### config.mk
export PLATFORM = sky130hd
export DESIGN_NAME = wbu
export DESIGN_NICKNAME = d
export VERILOG_FILES = /design/src/rtl/wbu.sv
export SDC_FILE = /design/constraint.sdc
export NUM_CORES = 1
export LEC_CHECK = 0
export ABC_AREA = 1
export CAP_MARGIN = 25
export CORE_MARGIN = 2
export CORE_UTILIZATION = 48
export CTS_BUF_LIST = sky130_fd_sc_hd__clkbuf_16
export DETAILED_ROUTE_END_ITERATION = 8
export PLACE_DENSITY = 0.79
export SLEW_MARGIN = 15
export SYNTH_ARGS = -nofsm -noshare
export SYNTH_HDL_FRONTEND = slang
export SYNTH_SLANG_ARGS = --single-unit
### constraint.sdc
create_clock -name clk -period 4.03 [get_ports clk]
set_clock_uncertainty 0.15 [all_clocks]
set_input_delay 0.806 -clock clk [delete_from_list [all_inputs] [get_ports clk]]
set_output_delay 0.806 -clock clk [all_outputs]
set_load 0.02 [all_outputs]
### src/rtl/wbu.sv
// wbu: write-back unit with one-entry retire buffer, pending-register scoreboard, halt FSM and instret counter
module wbu #(
  parameter int WIDTH = 32
) (
  input  logic             clk,
  input  logic             rst,
  input  logic             in_valid,
  output logic             in_ready,
  input  logic [4:0]       in_rd_addr,
  input  logic [WIDTH-1:0] in_rd_data,
  input  logic             in_rd_wen,
  input  logic [WIDTH-1:0] in_pc,
  input  logic             in_ebreak,
  output logic             rf_wen,
  output logic [4:0]       rf_rd_addr,
  output logic [WIDTH-1:0] rf_rd_data,
  output logic             commit_valid,
  input  logic             commit_ready,
  output logic [WIDTH-1:0] commit_pc,
  input  logic             issue_valid,
  input  logic [4:0]       issue_rd,
  input  logic [4:0]       rs1_addr,
  input  logic [4:0]       rs2_addr,
  output logic             rs1_busy,
  output logic             rs2_busy,
  output logic [63:0]      instret,
  output logic             halted
);
  typedef enum logic {RUN, HALT} state_t;
  state_t state, state_n;
  logic buf_valid, b_wen, b_ebreak, capture, retire;
  logic [4:0] b_rd;
  logic [WIDTH-1:0] b_data, b_pc;
  logic [31:0] busy, busy_n, set_mask, clr_mask;
  logic [63:0] instret_q;
  assign rf_rd_addr = b_rd;
  assign rf_rd_data = b_data;
  assign commit_pc  = b_pc;
  assign instret    = instret_q;
  assign rs1_busy   = busy[rs1_addr];
  assign rs2_busy   = busy[rs2_addr];
  // Handshakes and halt FSM next state; reset forces every strobe low
  always_comb begin
    halted       = ~rst & (state == HALT);
    in_ready     = ~rst & (state == RUN) & (~buf_valid | commit_ready);
    commit_valid = ~rst & buf_valid;
    retire       = commit_valid & commit_ready;
    capture      = in_valid & in_ready;
    rf_wen       = retire & b_wen & (b_rd != 5'd0);
    state_n      = (retire & b_ebreak) ? HALT : state;
    set_mask     = (issue_valid && issue_rd != 5'd0) ? (32'd1 << issue_rd) : 32'd0;
    clr_mask     = rf_wen ? (32'd1 << b_rd) : 32'd0;
    busy_n       = ((busy & ~clr_mask) | set_mask) & ~32'd1;
  end
  // State, buffer, scoreboard and retire counter; a set beats a clear on the same register
  always_ff @(posedge clk) begin
    if (rst) begin
      state     <= RUN;
      buf_valid <= 1'b0;
      b_rd      <= '0;
      b_data    <= '0;
      b_wen     <= 1'b0;
      b_pc      <= '0;
      b_ebreak  <= 1'b0;
      busy      <= '0;
      instret_q <= '0;
    end else begin
      state     <= state_n;
      buf_valid <= capture | (buf_valid & ~retire);
      busy      <= busy_n;
      instret_q <= instret_q + {63'd0, retire};
      if (capture) begin
        b_rd     <= in_rd_addr;
        b_data   <= in_rd_data;
        b_wen    <= in_rd_wen;
        b_pc     <= in_pc;
        b_ebreak <= in_ebreak;
      end
    end
  end
endmodule

# Yosys cells after proc, flatten, opt, wreduce, memory -nomap -nowiden
# Cells that the tools add are included.
totals:
  ff_bits: 169
  output_inout_bits: 139
  word_cells: 43
op_classes:
  add_sub_neg: 1
  order_cmp: 2
  shifts: 2
  n_mux: 6
  bitwise: 19
  n_reduce_logical: 3
op_table:
  columns: ["cell", "count"]
  rows:
  - ["$add A64 B1 Y64", 1]
  - ["$mux W32", 2]
  - ["$shl A1 B5 Y32 const A", 2]
  - ["$and A32 B32 Y32", 1]
  - ["$not A32 Y32", 1]
  - ["$or A32 B32 Y32", 1]
  - ["$lt A5 B6 Y1 const B", 2]
  - ["$and A1 B1 Y1", 10]
  - ["$bmux W1 S5", 2]
  - ["$reduce_bool A5 Y1", 2]
  - ["$not A1 Y1", 4]
  - ["$mux W1", 2]
  - ["$or A1 B1 Y1", 2]
  - ["$logic_and A1 B1 Y1", 1]

# Longest topological paths before layout
depth:
  ltp_word: 9
  depth_mapped: 16
  depth_no_buf: 16

# Worst setup path before layout
# No wires, ideal clock.
synth_timing:
  path_type: "input to register"
  start: "input rst"
  end: "register instret_q[32] (netlist: instret[32])"
  setup_ps: 70
  arrival_time_ps: 2740
  required_ps: 3810
  slack_ps: 1070
  cell_stages: 14
  n_path_buf: 2
  path_cell_list: "clkbuf_1 > nor2_2 > nand2_1 > inv_1 > ha_1 > ha_1 > nand2_2 > nor2_4 > nand2_4 > nor2_4 > buf_6 > nand2_2 > or2_0 > a21oi_1"
synth_between:
  elab_chain_len: 4
synth_rtl:
  columns: ["element", "line_no", "source"]
  rows:
  - ["from (decl)", "6", "input logic rst,"]
  - ["$not A1 Y1", "46", "commit_valid = ~rst & buf_valid;"]
  - ["$and A1 B1 Y1", "46", null]
  - ["named net commit_valid", "17", "output logic commit_valid,"]
  - ["$and A1 B1 Y1", "47", "retire = commit_valid & commit_ready;"]
  - ["$add A64 B1 Y64", "71", "instret_q <= instret_q + {63'd0, retire};"]
  - ["to (signal assigned)", "71", null]
  - ["to (decl)", "35", "logic [63:0] instret_q;"]
# The timed path passes the listed nets, and every way through them passes these cells.
# A chain may end at the register's enable or synchronous reset.

# Worst setup path after layout
layout_timing:
  start: "input rs1_addr[0]"
  end: "output rs1_busy"
layout_between:
  elab_chain_len: 2
layout_rtl:
  columns: ["element", "line_no", "source"]
  rows:
  - ["from (decl)", "22", "input logic [4:0] rs1_addr,"]
  - ["$bmux W1 S5", "40", "assign rs1_busy = busy[rs1_addr];"]
  - ["$mux W1 (implied by the code)", "40", null]
  - ["to (decl)", "24", "output logic rs1_busy,"]
# Every way passes these cells. The select of a mux whose other input is x is not followed.

==> results.json <==
{
  "status": "complete, no violations",
  "firstDrtPassIters": 9,
  "cp-end-kind": "output pin",
  "hold_violations": 0,
  "path_max_fanout": 18,
  "grt_max_degree": 74,
  "drv_cap": 0,
  "drt_iter0_markers": 659,
  "synth_compound_gate_area_share_pct": 12.1,
  "design_area_um2": 11500,
  "grt_pass1_vias": 8530,
  "cts_buffer_depth": 2,
  "dpl.hpwl_um": 20300,
  "fin_crit_sh_pct": 89.2,
  "boundaryPins": 230,
  "dpl_cell_area_um2": 11000,
  "fp.dieW_um": 138,
  "fmax_ghz": 0.278,
  "io_buffers": 229,
  "powerDensity_nw_per_um2": 331,
  "crit_slowest_cell": "clkdlybuf4s50_1",
  "path_class": "primary input to output pin",
  "routedWlPerCell_um": 15.1,
  "final_nets": 1659,
  "ys_ff_latch": 168,
  "antenna_found_initial": 0,
  "grt.overflow.total": 0,
  "final_cell_mix": "nand2_1, clkdlybuf4s50_1, dfxtp_1",
  "yosys.area_share.simple_pct": 38.7,
  "cts_sinks": 168,
  "worstMarginPinSlew_ns": 0.825,
  "nFillCells": 1557,
  "crit_start": "rs1_addr[0]",
  "via_per_inst": 5.30,
  "crit_required_ns": 3.07,
  "cts_inserted_buffers": 17,
  "async_reset_ff_share_pct": 0,
  "num_vias": 9568,
  "multi_input_area_um2": 4460,
  "grt_setup_unrepaired": "false",
  "ys_types": 37,
  "htreeDepth": 4,
  "maxSlewHeadroom_pct": 45.0,
  "crit_chain": "clkdlybuf4s50_1 > inv_2 > nand2_1 > nand3_1 > nand3_1 > nand2_1 > nand2_1 > nand2_1 > nand2_1 > nand2_1 > clkdlybuf4s50_1",
  "dieArea_um2": 18900,
  "holdCritPathClass": "flop to flop",
  "drcViolationCount": 0,
  "n_antenna_cell": 0,
  "r2r_start": "buf_valid",
  "regArea_um2": 3360,
  "path_delay_family": "buffers and inverters",
  "postCtsHoldBufs": 0,
  "postCtsResizedCells": 0,
  "slew_viol_final": 0,
  "irDropWorstVdd_mv": 0.341,
  "ys_seq_area_share_pct": 39.3,
  "cts_tree": "yes",
  "drtAntennaViolNets": 0,
  "final_common_cell": "nand2_1",
  "crit_buf_inv": 3,
  "synth_area_per_cell_um2": 6.30,
  "globalRouteTotalUtil_pct": 28.4,
  "synth_ff_type": "dfxtp_1",
  "synth_top_area_share_pct": 39.3,
  "fin_crit_ns": 3.59,
  "synth-adder-area-share_pct": 0.292,
  "cpMostUsedCell": "nand2_1",
  "syn2layout_area_growth_pct": 34.6,
  "wirelength_um": 27200,
  "grt_pass1_wl_um": 42500,
  "post_cts_buffers": 0,
  "synth-xor-area-share_pct": 0.921,
  "routabilityCongestion": 0.938,
  "hold-worst-slack_ns": 0.335,
  "place_ws_ns": 0.466,
  "synthMuxAreaShare_pct": 0,
  "num_rows": 48,
  "coreArea_um2": 17400,
  "critPathMaxStageDelay_ns": 0.59,
  "fin_util_pct": 66.4,
  "final.setup.tns_ns": 0,
  "netlist_instances": 1359,
  "cts_root_buf": "clkbuf_16",
  "finalWorstSetupSlack_ns": 0.437,
  "hold_start": "commit_pc[15]",
  "initial_core_util_pct": 49.3,
  "syn_nets": 1452,
  "worstSetupStartpointType": "primary input",
  "yosysTopAreaCell": "dfxtp_1",
  "p_leak_nw": 4.36,
  "finalSetupViolations": 0,
  "die_h_um": 138,
  "synth_top_family_by_area": "simple AND/OR/NAND/NOR gates",
  "yosysWarnings": 0,
  "clkTransAtPathRegs_ns": 0.07,
  "cp.arrival_ns": 2.64,
  "final_layout_size_suffix_gt1_share_pct": 4.37,
  "netlist_area_um2": 8560,
  "synth.area.top_cells": "dfxtp_1, nand2_1, nor2_1, nand3_1, o21ai_0",
  "clk_latency_ns": 0.42,
  "synth_edf_count": 0
}
[final timing paths]
check / to / slack (ns) / cells past startpoint
hold reg to reg: commit_pc[15] / 0.34 / 2
setup / recovery: rs1_busy / 0.44 / 11
setup reg to reg: instret[56] / 1.31 / 15
hold / removal: commit_pc[15] / 0.34 / 2
[metrics by stage]
step / std cells / total power [mW]
2_1_floorplan: 1359 / 2.03
3_3_place_gp: 1772 / 2.27
3_5_place_dp: 1772 / 2.28
4_1_cts: 1804 / 3.84
5_1_grt: 1804 / 3.95
6_report: 1804 / 3.82
[registers in the layout, indices dropped and copies added, names as in the netlist]
name and flops:
instret 64, commit_pc 32, rf_rd_data 32, busy 31, rf_rd_addr 5, b_ebreak 1, b_wen 1, buf_valid 1
state 1
[area by class of cell]
cell class,instances,area share [%]
timing repair buffer,239,20.5
multi-input combinational,1005,38.7
inverter,135,4.40
clock buffer,17,3.69
clock inverter,15,1.12
sequential,168,29.2
tap,225,2.44
[report_power, final]
| group | total, mW | switching [mW] | internal [mW] |
|---|---|---|---|
| logic | 0.484 | 0.262 | 0.223 |
| registers | 1.76 | 0.0396 | 1.72 |
| clock network | 1.57 | 0.721 | 0.854 |
[cell usage after synthesis, drive strengths merged, types with 3 or more instances]
cell and instances:
a21oi 76, and2 3, buf 19, clkbuf 32
dfxtp 168, inv 134, nand2 462, nand3 111
nand4 6, nor2 171, nor3 23, nor3b 7
nor4 4, o211ai 6, o21ai 114, o21bai 3
xor2 8
[worst register-to-register path: stages (launching register included)]
cell and delay, ns:
dfxtp_1 0.31, inv_1 0.06, nor2_2 0.10, nand2_1 0.11, inv_1 0.14, ha_1 0.25
ha_1 0.29, nand2_2 0.11, nor2_4 0.16, nand2_4 0.09, nor2_4 0.26, nand2_1 0.16
nor2_1 0.22, nand3_1 0.10, nand2_1 0.07, nor2_1 0.04
[cell families (layout without fill, tap and decap cells)]
| family | Yosys count | in the layout |
|---|---|---|
| buffers and inverters | 186 | 406 |
| AO/OA/AOI/OAI | 202 | 202 |
| flip-flops | 168 | 168 |
| AND/OR/NAND/NOR | 792 | 792 |
| XOR/XNOR | 9 | 9 |
| adder cells (fa/ha/maj) | 2 | 2 |
[per-layer routing]
layer / wire length [um] / share of wire [%] / track usage, % / vias up
li1: - / - / - / 4731
met1: 11600 / 43 / 36.3 / 4335
met2: 12500 / 46 / 45.6 / 432
met3: 2390 / 8.8 / 7.73 / 70
met4: 690 / 2.5 / 11.3 / 0
met5: 0 / 0 / 0 / -
(Power assumes the default switching activity.)
